**src/rtl/pwm_gen.sv**
```systemverilog
// rtl/pwm_gen.sv - PWM generator driven by t_high/t_low tick counts.
// Duty words are shadowed at period boundaries so the output never glitches mid-period.
module pwm_gen #(
    parameter int width    = 5,
    parameter int prescale = 4
) (
    input  logic             clk,
    input  logic             reset,
    input  logic             enable,
    input  logic [width-1:0] t_high,
    input  logic [width-1:0] t_low,
    output logic             pwm_out,
    output logic             period_end,
    output logic             busy
);

    localparam logic [1:0]       S_IDLE   = 2'd0;
    localparam logic [1:0]       S_HIGH   = 2'd1;
    localparam logic [1:0]       S_LOW    = 2'd2;
    localparam logic [15:0]      PRE_LAST = 16'(prescale - 1);
    localparam logic [width-1:0] CNT_ONE  = {{(width-1){1'b0}}, 1'b1};

    logic [1:0]       r_state;
    logic [width-1:0] r_sh_high;
    logic [width-1:0] r_sh_low;
    logic [width-1:0] r_cnt;
    logic [15:0]      r_pre;
    logic             r_pwm;
    logic             r_pend;
    logic             r_busy;

    logic [1:0]       w_state_nx;
    logic [width-1:0] w_sh_high_nx;
    logic [width-1:0] w_sh_low_nx;
    logic [width-1:0] w_cnt_nx;
    logic [15:0]      w_pre_nx;
    logic             w_tick;
    logic             w_load;
    logic             w_pend;

    always_comb begin
        w_tick       = (r_pre == PRE_LAST);
        w_state_nx   = r_state;
        w_sh_high_nx = r_sh_high;
        w_sh_low_nx  = r_sh_low;
        w_cnt_nx     = r_cnt;
        w_pre_nx     = r_pre;
        w_load       = 1'b0;
        w_pend       = 1'b0;

        case (r_state)
            S_IDLE: w_load = enable;
            S_HIGH, S_LOW: begin
                if (!enable) begin
                    w_state_nx = S_IDLE;
                end else begin
                    w_pre_nx = w_tick ? 16'd0 : r_pre + 16'd1;
                    if (w_tick) begin
                        if (r_cnt > CNT_ONE) begin
                            w_cnt_nx = r_cnt - CNT_ONE;
                        end else if (r_state == S_HIGH && r_sh_low != '0) begin
                            w_state_nx = S_LOW;
                            w_cnt_nx   = r_sh_low;
                        end else begin
                            w_pend = 1'b1;
                            w_load = 1'b1;
                        end
                    end
                end
            end
            default: w_state_nx = S_IDLE;
        endcase

        // Load takes the live inputs, so a boundary flows straight into the next period.
        if (w_load) begin
            w_sh_high_nx = t_high;
            w_sh_low_nx  = t_low;
            w_pre_nx     = 16'd0;
            if (t_high != '0) begin
                w_state_nx = S_HIGH;
                w_cnt_nx   = t_high;
            end else if (t_low != '0) begin
                w_state_nx = S_LOW;
                w_cnt_nx   = t_low;
            end else begin
                w_state_nx = S_IDLE;
            end
        end
    end

    always_ff @(posedge clk) begin
        if (reset) begin
            r_state   <= S_IDLE;
            r_sh_high <= '0;
            r_sh_low  <= '0;
            r_cnt     <= '0;
            r_pre     <= 16'd0;
            r_pwm     <= 1'b0;
            r_pend    <= 1'b0;
            r_busy    <= 1'b0;
        end else begin
            r_state   <= w_state_nx;
            r_sh_high <= w_sh_high_nx;
            r_sh_low  <= w_sh_low_nx;
            r_cnt     <= w_cnt_nx;
            r_pre     <= w_pre_nx;
            r_pwm     <= (w_state_nx == S_HIGH);
            r_pend    <= w_pend;
            r_busy    <= (w_state_nx != S_IDLE);
        end
    end

    assign pwm_out    = r_pwm;
    assign period_end = r_pend;
    assign busy       = r_busy;

endmodule

```
**config.mk**
```make
export PLATFORM = sky130hd
export DESIGN_NAME = pwm_gen
export DESIGN_NICKNAME = d
export VERILOG_FILES = /design/src/rtl/pwm_gen.sv
export SDC_FILE = /design/constraint.sdc
export NUM_CORES = 1
export LEC_CHECK = 0
export CAP_MARGIN = 10
export CORE_ASPECT_RATIO = 0.9
export CORE_MARGIN = 5
export CORE_UTILIZATION = 35
export CTS_BUF_LIST = sky130_fd_sc_hd__clkbuf_8
export CTS_CLUSTER_SIZE = 14
export DETAILED_ROUTE_END_ITERATION = 12
export PLACE_DENSITY = 0.65
export SLEW_MARGIN = 10
export SYNTH_ARGS = -nofsm -noshare
export SYNTH_HDL_FRONTEND = slang
export SYNTH_SLANG_ARGS = --single-unit
```
**constraint.sdc**
```tcl
create_clock -name clk -period 2.7 [get_ports clk]
set_clock_uncertainty 0.15 [all_clocks]
set_input_delay 0.405 -clock clk [delete_from_list [all_inputs] [get_ports clk]]
set_output_delay 0.405 -clock clk [all_outputs]
set_load 0.02 [all_outputs]
```
==> flow_summary.toml <==
[run_status]
status = "finished clean"

[setup_path]
cp_max_fo = 5
crit_type = "flip-flop to flip-flop"
cp.required_ns = 2.73
worstPathArrival_ns = 2.36
critPathCaptureType = "flip-flop"
critPathLaunchType = "flip-flop"

[global_routing]
antenna_found_initial = 0
met3_usage = 0.0346
grt_use_met1 = 0.183
overflow = 0
grt_max_degree = 15
grt_usage = 0.131
gr-usage-met2 = 0.187
grt.busiest_layer = "met2"
grt_pass1_vias = 1514
grt_pass1_wl_um = 6940

[sta]
setup_slack_ns = 0.369
rsz0062_at_grt = "no"
setup_viol = 0
fmax_mhz = 429
relSlewSlack = 0.449
slew_viol_final = 0
finalHoldViolations = 0
finalCritPeriodShare = 0.863
tns_ns = 0
finalCriticalPeriod_ns = 2.33
tightest_slew_ns = 0.817

[floorplan]
initial_core_util = 0.358
die_area_mm2 = 0.00642
die_h_um = 76.5
core_mm2 = 0.00480
die_width_um = 83.9
num_io_pins = 16
rows = 24

[clocking]
clkLatencyLatePin_ns = 0.29
clockRootBuffer = "clkbuf_8"
htreeDepth = 2
cts_made_buffers = 5
clock_sinks = 31
post_cts_buffers = 0
path_clk_slew_ns = 0.06
postCtsHoldBufs = 0
cts_tree = "done"
clock_path_buffers = 2
post_cts_resized = 0

[logic_synthesis]
yosysSeqAreaShare = 0.360
synthFlopType = "dfxtp_1"
synth_area_leader_cell = "dfxtp_1"
syn-cell-area_mm2 = 0.00172
ys_ff_latch = 31
synth_top_area_frac = 0.360
syn-num-nets = 230
ys_types = 50
syn_area_per_cell_um2 = 8.16
synthArstFlopShare = 0
synth_warnings = 0
synth.area.top_cells = "dfxtp_1 36%, a21oi_1 7.0%, nand2_1 6.5%, nor2_1 5.7%, ha_1 4.4%"
synth_cells = 211
synth_edf_count = 0

[power]
powerDensity_mw_per_mm2 = 545
p_leak_nw = 0.706
vdd_ir_drop_max_uv = 191

[cells_and_area]
area_delta_synth_final_pct = 20.2
final_common_cell = "dfxtp_1"
fin_area_mm2 = 0.00207
antenna_cells = 0
nNetsFinal = 250
drive_gt1_frac = 0.0991
utilization = 0.431
instances_no_fill = 297
final_cell_mix = "31 x dfxtp_1, 30 x nand2_1, 26 x nor2_1"

[route]
drc_errors = 0
wl_um = 3880
avgRoutedWirePerCell_um = 13.1
ant_nets = 0
firstDrtPassIters = 4
vias_per_cell = 5.23
vias = 1553
drtIter0Drc = 102

[placed_design]
dp_cells = 289
gp_congestion = 0.936
post-place-ws_ns = 0.243
io_buffers = 15
dpl_cell_area_mm2 = 0.00195
hpwl_um = 3010

[hold_path]
worstHoldPathType = "flip-flop to flip-flop"

[job]
cap_viol_max_count = 0
==> cells in the mapped netlist (all sizes together) (4+ instances only) <==
cell	count
dfxtp	31
nand2	30
nor2	27
a21oi	24
nor3	8
xor2	8
or3	7
ha	6
inv	6
o21ai	6
buf	5
and3	4
nand3	4
nand4	4
o32a	4
==> critical path: stages (launching register included) <==
cell and delay [ns]:
dfxtp_1 0.33, or4_4 0.56, o21ai_4 0.21, mux2_1 0.35, o311ai_1 0.30, o31ai_1 0.15, and2_1 0.18
==> kinds of logic (layout without fill, tap and decap cells) <==
kind of cell / count (synthesis) / after routing / synth area share
and+or+nand+nor: 98 / 98 / 0.286
AOI/OAI and AO/OA: 50 / 50 / 0.206
DFF: 31 / 31 / 0.360
buffers and inverters: 13 / 34 / 0.0356
xor gates and xnor gates: 11 / 11 / 0.0560
adders and majority gates: 6 / 6 / 0.0436
muxes: 2 / 2 / 0.0124
==> final cells by class <==
cell class                 count  area (µm²)
tap                           65        81.3
sequential                    31         621
clock inverter                 2        35.0
fill                         479        2740
inverter                       6        22.5
timing repair buffer          20         188
multi-input combinational    167        1040
clock buffer                   6        82.6
==> state kept, by name, indices dropped and copies added (netlist names) <==
register / flops
r_pre: 16
r_cnt: 5
r_sh_low: 5
r_state: 2
busy: 1
period_end: 1
pwm_out: 1
==> routing by layer <==
layer / up-vias / routed length, µm
li1: 799 / -
met1: 709 / 1970
met2: 38 / 1630
met3: 7 / 209
met4: 0 / 72
met5: - / 0
==> path summary, 6_finish.rpt <==
kind,startpoint,cells past startpoint,slack [ns],to
max,r_sh_low[2]$_SDFFE_PP0P_,6,0.37,pwm_out$_SDFF_PP0_
max reg2reg,r_sh_low[2]$_SDFFE_PP0P_,6,0.37,pwm_out$_SDFF_PP0_
min reg2reg,r_sh_low[0]$_SDFFE_PP0P_,2,0.33,r_sh_low[0]$_SDFFE_PP0P_
min,r_sh_low[0]$_SDFFE_PP0P_,2,0.33,r_sh_low[0]$_SDFFE_PP0P_
==> metrics by stage <==
step                      total power (W)  hold WS (ns)
after CTS                         0.00114         0.342
after global placement           0.000664         0.315
after detailed placement         0.000666         0.332
after floorplan                  0.000609         0.295
final                             0.00113         0.330
after global routing              0.00119         0.374
==> where the power goes <==
| part | total (W) | internal (W) | switching (W) |
|---|---|---|---|
| Sequential | 0.000485 | 0.000472 | 0.0000130 |
| Combinational | 0.000170 | 0.0000764 | 0.0000940 |
| Clock | 0.000472 | 0.000298 | 0.000174 |
| Total | 0.00113 | 0.000847 | 0.000281 |
No activity file was read; power rests on OpenSTA's default activity.
